===== src/rtl/ysyx_22040237_lsu_pkg.sv =====
// rtl/ysyx_22040237_lsu_pkg.sv - shared load/store info bit indices, size and FSM encodings
package ysyx_22040237_lsu_pkg;

  // ls_info_bus bit positions
  localparam int LS_LOAD   = 0;
  localparam int LS_STORE  = 1;
  localparam int LS_USIGN  = 2;
  localparam int LS_BYTE   = 3;
  localparam int LS_DB     = 4;
  localparam int LS_WORD   = 5;
  localparam int LS_DW     = 6;
  localparam int LS_INFO_W = 7;

  // access size encodings
  typedef enum logic [1:0] {
    SZ_B = 2'd0,
    SZ_H = 2'd1,
    SZ_W = 2'd2,
    SZ_D = 2'd3
  } size_e;

  // LSU FSM state encodings
  typedef enum logic [1:0] {
    ST_IDLE = 2'd0,
    ST_REQ  = 2'd1,
    ST_RSP  = 2'd2,
    ST_DONE = 2'd3
  } state_e;

  // Size from the one-hot size bits; only meaningful once legality is checked
  function automatic size_e info_size(input logic [LS_INFO_W-1:0] info);
    if (info[LS_DW])        return SZ_D;
    else if (info[LS_WORD]) return SZ_W;
    else if (info[LS_DB])   return SZ_H;
    else                    return SZ_B;
  endfunction

endpackage


===== src/rtl/ysyx_22040237_lsu_align.sv =====
// rtl/ysyx_22040237_lsu_align.sv - byte-lane shift, write strobes, alignment check and load extension
module ysyx_22040237_lsu_align
  import ysyx_22040237_lsu_pkg::*;
(
  input  logic [6:0]  info,
  input  logic [2:0]  addr_lo,
  input  logic [63:0] wdata,
  input  logic [63:0] rdata,
  output logic        legal,
  output logic        aligned,
  output logic [7:0]  wstrb,
  output logic [63:0] wdata_lane,
  output logic [63:0] rdata_ext
);

  logic [5:0]  sh;
  logic [7:0]  strb_base;
  logic [63:0] raw;
  logic        usign;
  size_e       sz;

  assign sh    = {addr_lo, 3'b000};
  assign usign = info[LS_USIGN];
  assign sz    = info_size(info);

  // Decode legality/alignment and extend the lane-shifted read data
  always_comb begin
    legal     = (info[LS_LOAD] ^ info[LS_STORE]) && $onehot(info[LS_DW:LS_BYTE]);
    raw       = rdata >> sh;
    aligned   = 1'b0;
    strb_base = 8'h00;
    rdata_ext = raw;
    case (sz)
      SZ_B: begin
        aligned   = 1'b1;
        strb_base = 8'h01;
        rdata_ext = usign ? {56'd0, raw[7:0]} : {{56{raw[7]}}, raw[7:0]};
      end
      SZ_H: begin
        aligned   = (addr_lo[0] == 1'b0);
        strb_base = 8'h03;
        rdata_ext = usign ? {48'd0, raw[15:0]} : {{48{raw[15]}}, raw[15:0]};
      end
      SZ_W: begin
        aligned   = (addr_lo[1:0] == 2'b00);
        strb_base = 8'h0F;
        rdata_ext = usign ? {32'd0, raw[31:0]} : {{32{raw[31]}}, raw[31:0]};
      end
      default: begin
        aligned   = (addr_lo == 3'b000);
        strb_base = 8'hFF;
        rdata_ext = raw;
      end
    endcase
  end

  assign wstrb      = info[LS_STORE] ? (strb_base << addr_lo) : 8'h00;
  assign wdata_lane = wdata << sh;

endmodule


===== src/rtl/ysyx_22040237_lsu.sv =====
// rtl/ysyx_22040237_lsu.sv - load/store unit: EXU request to valid/ready data-memory bus and write-back
module ysyx_22040237_lsu
  import ysyx_22040237_lsu_pkg::*;
#(
  parameter int TIMEOUT_CYC = 255
) (
  input  logic        clk,
  input  logic        rst,
  input  logic        ls_valid_i,
  input  logic [6:0]  ls_info_bus_i,
  input  logic [63:0] addr_i,
  input  logic [63:0] wdata_i,
  input  logic        rd_wr_en_i,
  input  logic [4:0]  rd_idx_i,
  output logic        lsu_busy_o,
  output logic        wb_valid_o,
  output logic        wb_rd_wr_en_o,
  output logic [4:0]  wb_rd_idx_o,
  output logic [63:0] wb_data_o,
  output logic        err_o,
  output logic        mem_req_valid_o,
  input  logic        mem_req_ready_i,
  output logic        mem_req_wen_o,
  output logic [63:0] mem_req_addr_o,
  output logic [63:0] mem_req_wdata_o,
  output logic [7:0]  mem_req_wstrb_o,
  input  logic        mem_rsp_valid_i,
  input  logic [63:0] mem_rsp_rdata_i,
  output logic        mem_rsp_ready_o
);

  localparam int CW = $clog2(TIMEOUT_CYC + 1);
  localparam logic [CW-1:0] CNT_LAST = CW'(TIMEOUT_CYC - 1);

  state_e        state;
  logic [6:0]    info_q;
  logic [2:0]    addr_lo_q;
  logic [4:0]    rd_idx_q;
  logic          rd_wr_en_q;
  logic [CW-1:0] cnt;

  logic [6:0]    al_info;
  logic [2:0]    al_addr_lo;
  logic          al_legal;
  logic          al_aligned;
  logic [7:0]    al_wstrb;
  logic [63:0]   al_wdata;
  logic [63:0]   al_rdata;

  // In IDLE the aligner looks at the incoming request; afterwards at the captured one
  assign al_info    = (state == ST_IDLE) ? ls_info_bus_i : info_q;
  assign al_addr_lo = (state == ST_IDLE) ? addr_i[2:0]   : addr_lo_q;

  ysyx_22040237_lsu_align u_align (
    .info       (al_info),
    .addr_lo    (al_addr_lo),
    .wdata      (wdata_i),
    .rdata      (mem_rsp_rdata_i),
    .legal      (al_legal),
    .aligned    (al_aligned),
    .wstrb      (al_wstrb),
    .wdata_lane (al_wdata),
    .rdata_ext  (al_rdata)
  );

  // Busy is combinational so the core stalls in the very cycle it issues the request
  assign lsu_busy_o = ~rst & (((state == ST_IDLE) & ls_valid_i) | (state == ST_REQ) | (state == ST_RSP));

  // LSU control FSM with registered bus and write-back outputs
  always_ff @(posedge clk or posedge rst) begin
    if (rst) begin
      state           <= ST_IDLE;
      info_q          <= 7'd0;
      addr_lo_q       <= 3'd0;
      rd_idx_q        <= 5'd0;
      rd_wr_en_q      <= 1'b0;
      cnt             <= '0;
      wb_valid_o      <= 1'b0;
      wb_rd_wr_en_o   <= 1'b0;
      wb_rd_idx_o     <= 5'd0;
      wb_data_o       <= 64'd0;
      err_o           <= 1'b0;
      mem_req_valid_o <= 1'b0;
      mem_req_wen_o   <= 1'b0;
      mem_req_addr_o  <= 64'd0;
      mem_req_wdata_o <= 64'd0;
      mem_req_wstrb_o <= 8'd0;
      mem_rsp_ready_o <= 1'b0;
    end else begin
      case (state)
        ST_IDLE: begin
          if (ls_valid_i) begin
            if (al_legal && al_aligned) begin
              info_q          <= ls_info_bus_i;
              addr_lo_q       <= addr_i[2:0];
              rd_idx_q        <= rd_idx_i;
              rd_wr_en_q      <= rd_wr_en_i;
              mem_req_valid_o <= 1'b1;
              mem_req_wen_o   <= ls_info_bus_i[LS_STORE];
              mem_req_addr_o  <= {addr_i[63:3], 3'b000};
              mem_req_wdata_o <= al_wdata;
              mem_req_wstrb_o <= al_wstrb;
              state           <= ST_REQ;
            end else begin
              // rejected without touching the bus
              wb_valid_o    <= 1'b1;
              err_o         <= 1'b1;
              wb_rd_wr_en_o <= 1'b0;
              wb_rd_idx_o   <= rd_idx_i;
              wb_data_o     <= 64'd0;
              state         <= ST_DONE;
            end
          end
        end
        ST_REQ: begin
          if (mem_req_ready_i) begin
            mem_req_valid_o <= 1'b0;
            mem_rsp_ready_o <= 1'b1;
            cnt             <= '0;
            state           <= ST_RSP;
          end
        end
        ST_RSP: begin
          if (mem_rsp_valid_i) begin
            mem_rsp_ready_o <= 1'b0;
            wb_valid_o      <= 1'b1;
            err_o           <= 1'b0;
            wb_rd_wr_en_o   <= info_q[LS_LOAD] & rd_wr_en_q;
            wb_rd_idx_o     <= rd_idx_q;
            wb_data_o       <= info_q[LS_LOAD] ? al_rdata : 64'd0;
            state           <= ST_DONE;
          end else if (cnt == CNT_LAST) begin
            mem_rsp_ready_o <= 1'b0;
            wb_valid_o      <= 1'b1;
            err_o           <= 1'b1;
            wb_rd_wr_en_o   <= 1'b0;
            wb_rd_idx_o     <= rd_idx_q;
            wb_data_o       <= 64'd0;
            state           <= ST_DONE;
          end else begin
            cnt <= cnt + 1'b1;
          end
        end
        default: begin
          wb_valid_o    <= 1'b0;
          err_o         <= 1'b0;
          wb_rd_wr_en_o <= 1'b0;
          wb_rd_idx_o   <= 5'd0;
          wb_data_o     <= 64'd0;
          state         <= ST_IDLE;
        end
      endcase
    end
  end

endmodule


===== config.mk =====
export PLATFORM = sky130hd
export DESIGN_NAME = ysyx_22040237_lsu
export DESIGN_NICKNAME = d
export VERILOG_FILES = /design/src/rtl/ysyx_22040237_lsu_pkg.sv /design/src/rtl/ysyx_22040237_lsu_align.sv /design/src/rtl/ysyx_22040237_lsu.sv
export SDC_FILE = /design/constraint.sdc
export NUM_CORES = 1
export LEC_CHECK = 0
export CAP_MARGIN = 20
export CORE_UTILIZATION = 40
export CTS_CLUSTER_SIZE = 40
export DETAILED_ROUTE_END_ITERATION = 7
export GPL_TIMING_DRIVEN = 1
export PLACE_DENSITY = 0.82
export SYNTH_ARGS = -nofsm -noshare
export SYNTH_HDL_FRONTEND = slang
export SYNTH_SLANG_ARGS = --single-unit

===== constraint.sdc =====
create_clock -name clk -period 8.3 [get_ports clk]
set_input_delay 1.245 -clock clk [delete_from_list [all_inputs] [get_ports clk]]
set_output_delay 1.245 -clock clk [all_outputs]
set_load 0.005 [all_outputs]

==> out/metrics.yaml <==
status:
  status: "finished, violations left"
  failed_checks: "design-rule violations"
yosys:
  ys_async_sr_fraction_pct: 100
  netlist-cell-type-count: 69
  synthCells: 1611
  synthTopCellsByCount: "nand2_1 (584), dfrtp_1 (233), a21oi_1 (126)"
  synth-seq-cells: 233
  ys.flop_type: "dfrtp_1"
  synth-seq-area-share_pct: 44.7
  yosysTopAreaCellShare_pct: 44.7
  synth.area.top_cells: "dfrtp_1 (45%), nand2_1 (17%), a21oi_1 (4.8%), mux2i_1 (3.5%), a221o_1 (3.1%)"
  ys_warn_count: 0
  yosysMostFrequentCell: "nand2_1"
  synth_edf_count: 0
  synth_top_area_cell: "dfrtp_1"
  synthesis.area_sq_um: 13000
  syn_area_per_cell_sq_um: 8.10
floorplan:
  chipWidth_microns: 183
  core_sq_um: 31800
  placement_rows: 65
  dieArea_sq_um: 33300
  die_height_microns: 183
  ioPinCount: 422
  start_util_pct: 41.0
global_routing:
  grt_max_degree: 171
  grt_usage_pct: 28.6
  grt_pass1_vias: 12800
  grt_pass1_wl_mm: 74.4
  antenna_found_initial: 2
  overflow: 0
final_layout:
  seq_area_sq_um: 5830
  multiInputGateArea_sq_um: 6580
  fin_nets: 2167
  layout-drive-gt1-share_pct: 4.42
  area_growth_pct: 40.3
  fillers: 2732
clock_tree:
  clock-sinks: 233
  cts_setup_buffers: 0
  clk_latency_ns: 0.54
  h-tree-depth: 1
  cts_tree: "built"
  post_cts_resized: 0
  clockBufferDepth: 3
  root_buffer: "clkbuf_16"
  hold_buffers: 0
  cts_made_buffers: 27
  cts.clk_slew.worst_paths_ns: 0.06
power:
  switching_share_pct: 44.7
  power_density_nw_per_um2: 388
  ir_drop_mv: 0.253
  leakage_nw: 8.35
  p_int_w: 0.00393
  seqPwrFrac_pct: 25.3
  clkPwrFrac_pct: 17.7
  switchingPower_w: 0.00317
  power_w: 0.00710
  combPwrFrac_pct: 57.0
worst_setup_path:
  cpMostUsedCell: "buf_4"
  startpoint_type: "register"
  arrival_ns: 5.53
  worstPathCellList: "inv_1, ha_2, buf_4, mux2i_4, xor2_1, ha_1, fa_1, nor3b_1, o211a_1, o2111a_4, buf_4, nor2_1, a31oi_1"
  cp-end-kind: "register"
  r2r_start: "state[0]$_DFFE_PP0P_"
  r2r_end: "mem_req_wdata_o[55]$_DFFE_PP0P_"
  cp_slowest_stage_delay_ns: 0.66
  worst-path-max-fanout: 63
  reg2reg_slack_ns: 3.20
  rr_worst_depth: 13
  cp.required_ns: 8.74
  critPathSlowestCell: "buf_4"
  crit_type: "register to register"
  startpoint: "state[0]$_DFFE_PP0P_"
placed_design:
  dpl.hpwl_mm: 34.6
  gp_congestion: 0.915
  portBuffers: 418
worst_hold_path:
  hp-class: "register to register"
  worstHoldPathCells: 2
  hp-start: "mem_req_wdata_o[18]$_DFFE_PP0P_"
  holdPathEnd: "mem_req_wdata_o[18]$_DFFE_PP0P_"
timing:
  finClkSkew_ns: 0.0146
  setup-tns-final_ns: 0
  tightest_slew_ns: 1.06
  grt_setup_unrepaired: "false"
  min_period_ns: 5.10
  fin_crit_sh_pct: 61.4
  fmax_mhz: 196
  finalSetupViolCount: 0
  relSlewSlack_pct: 28.0
  hold_violations: 0
  drv_slew: 0
routing:
  ant_nets: 0
  drc_errors: 2
  drtIter0Drc: 1311
  post_drt_via_cell_ratio: 5.63
  route.vias.total: 13500
  postRouteWirelength_mm: 48.8
  avgRoutedWirePerCell_microns: 20.3
  drt_first_pass_iters: 8
run:
  maxCapViolCount: 0
==> power by group through the flow <==
stage | Combinational, W | Sequential, W | Clock, W
floorplan | 0.00239 | 0.00179 | 0
global placement | 0.00389 | 0.00179 | 0
detailed placement | 0.00398 | 0.00180 | 0
CTS | 0.00400 | 0.00179 | 0.00128
global route | 0.00440 | 0.00184 | 0.00133
finish | 0.00405 | 0.00179 | 0.00126
==> sequential cells by signal, indices dropped and copies added, names as in the netlist, 2 cells and up <==
signal	flops
rd_idx_q	5
wb_data_o	64
mem_req_wstrb_o	8
mem_req_wdata_o	64
info_q	7
cnt	8
wb_rd_idx_o	5
addr_lo_q	3
state	2
mem_req_addr_o	61
==> layer usage <==
metal / up-vias / part of all wire (%) / track usage (%)
met5: - / 0 / 0
met4: 0 / 3.9 / 11.6
met3: 125 / 9.4 / 5.29
met2: 780 / 48 / 47.4
met1: 6419 / 39 / 36.7
li1: 6218 / - / -
==> cell type report <==
cell class / instances / share of cell area, %
antenna: 2 / 0.0273
clock buffer: 37 / 4.17
clock inverter: 11 / 0.909
inverter: 21 / 0.472
multi-input combinational: 1232 / 36.0
sequential: 233 / 31.9
tap: 435 / 2.97
timing repair buffer: 433 / 23.6
==> cells in the final DEF (no fill, tap or decap), types with 8 or more instances in the layout <==
cell type	count
a221o_1	41
a221oi_1	8
o21ai_0	79
o22ai_1	9
a22oi_1	8
dfrtp_1	233
clkbuf_16	27
o31ai_1	24
buf_4	12
nand3_1	34
a31oi_1	20
nand2_1	584
o21ai_1	9
nor3_1	14
nor2_1	70
a311o_1	8
a211oi_1	8
and3_1	45
mux2i_1	45
clkdlybuf4s50_1	418
xor2_1	8
a21oi_1	126
inv_1	20
==> per-stage QoR <==
stage                     worst slack (ns)  std cells  cell area, sq um  hold WS (ns)  utilization [%]
after CTS                             3.24       2401             18300         0.469             57.5
after global placement                3.01       2352             17300         0.451             54.5
after global routing                  2.85       2404             18300         0.491             57.6
after detailed placement              2.95       2353             17400         0.455             54.6
after floorplan                      0.665       1613             13100         0.445                -
final                                 3.20       2404             18300         0.466             57.6
==> kinds of logic (layout without fill, tap and decap cells) <==
logic type | Yosys count | count (layout) | share of synthesized area, %
other | 1 | 5 | 0.0287
AND/OR/NAND/NOR | 777 | 777 | 24.6
adder cells (fa/ha/maj) | 9 | 9 | 0.921
multiplexers | 52 | 52 | 4.36
XOR/XNOR | 9 | 9 | 0.604
AO/OA/AOI/OAI | 382 | 382 | 19.5
buffers and inverters | 148 | 502 | 5.29
flip-flops | 233 | 233 | 44.7
==> critical path: cells and delay by family (launching register included) <==
family | cells | cell delay, ns
buf+inv | 3 | 1.26
compound gates | 3 | 1.20
fa+ha+maj | 3 | 1.06
mux | 1 | 0.45
flops | 1 | 0.42
simple gates | 2 | 0.39
xor+xnor | 1 | 0.19
==> worst max path at each step <==
stage                                                  to  slack, ns  depth (start not counted)
after floorplan                  addr_lo_q[0]$_DFFE_PP0P_       0.67                          1
after global placement          wb_data_o[42]$_DFFE_PP0P_       3.01                         11
after detailed placement  mem_req_wdata_o[55]$_DFFE_PP0P_       2.95                         11
after CTS                 mem_req_wdata_o[55]$_DFFE_PP0P_       3.24                         13
after global routing      mem_req_wdata_o[55]$_DFFE_PP0P_       2.85                         13
final                     mem_req_wdata_o[55]$_DFFE_PP0P_       3.20                         13
Note: power is estimated with default switching activity, not from simulation.
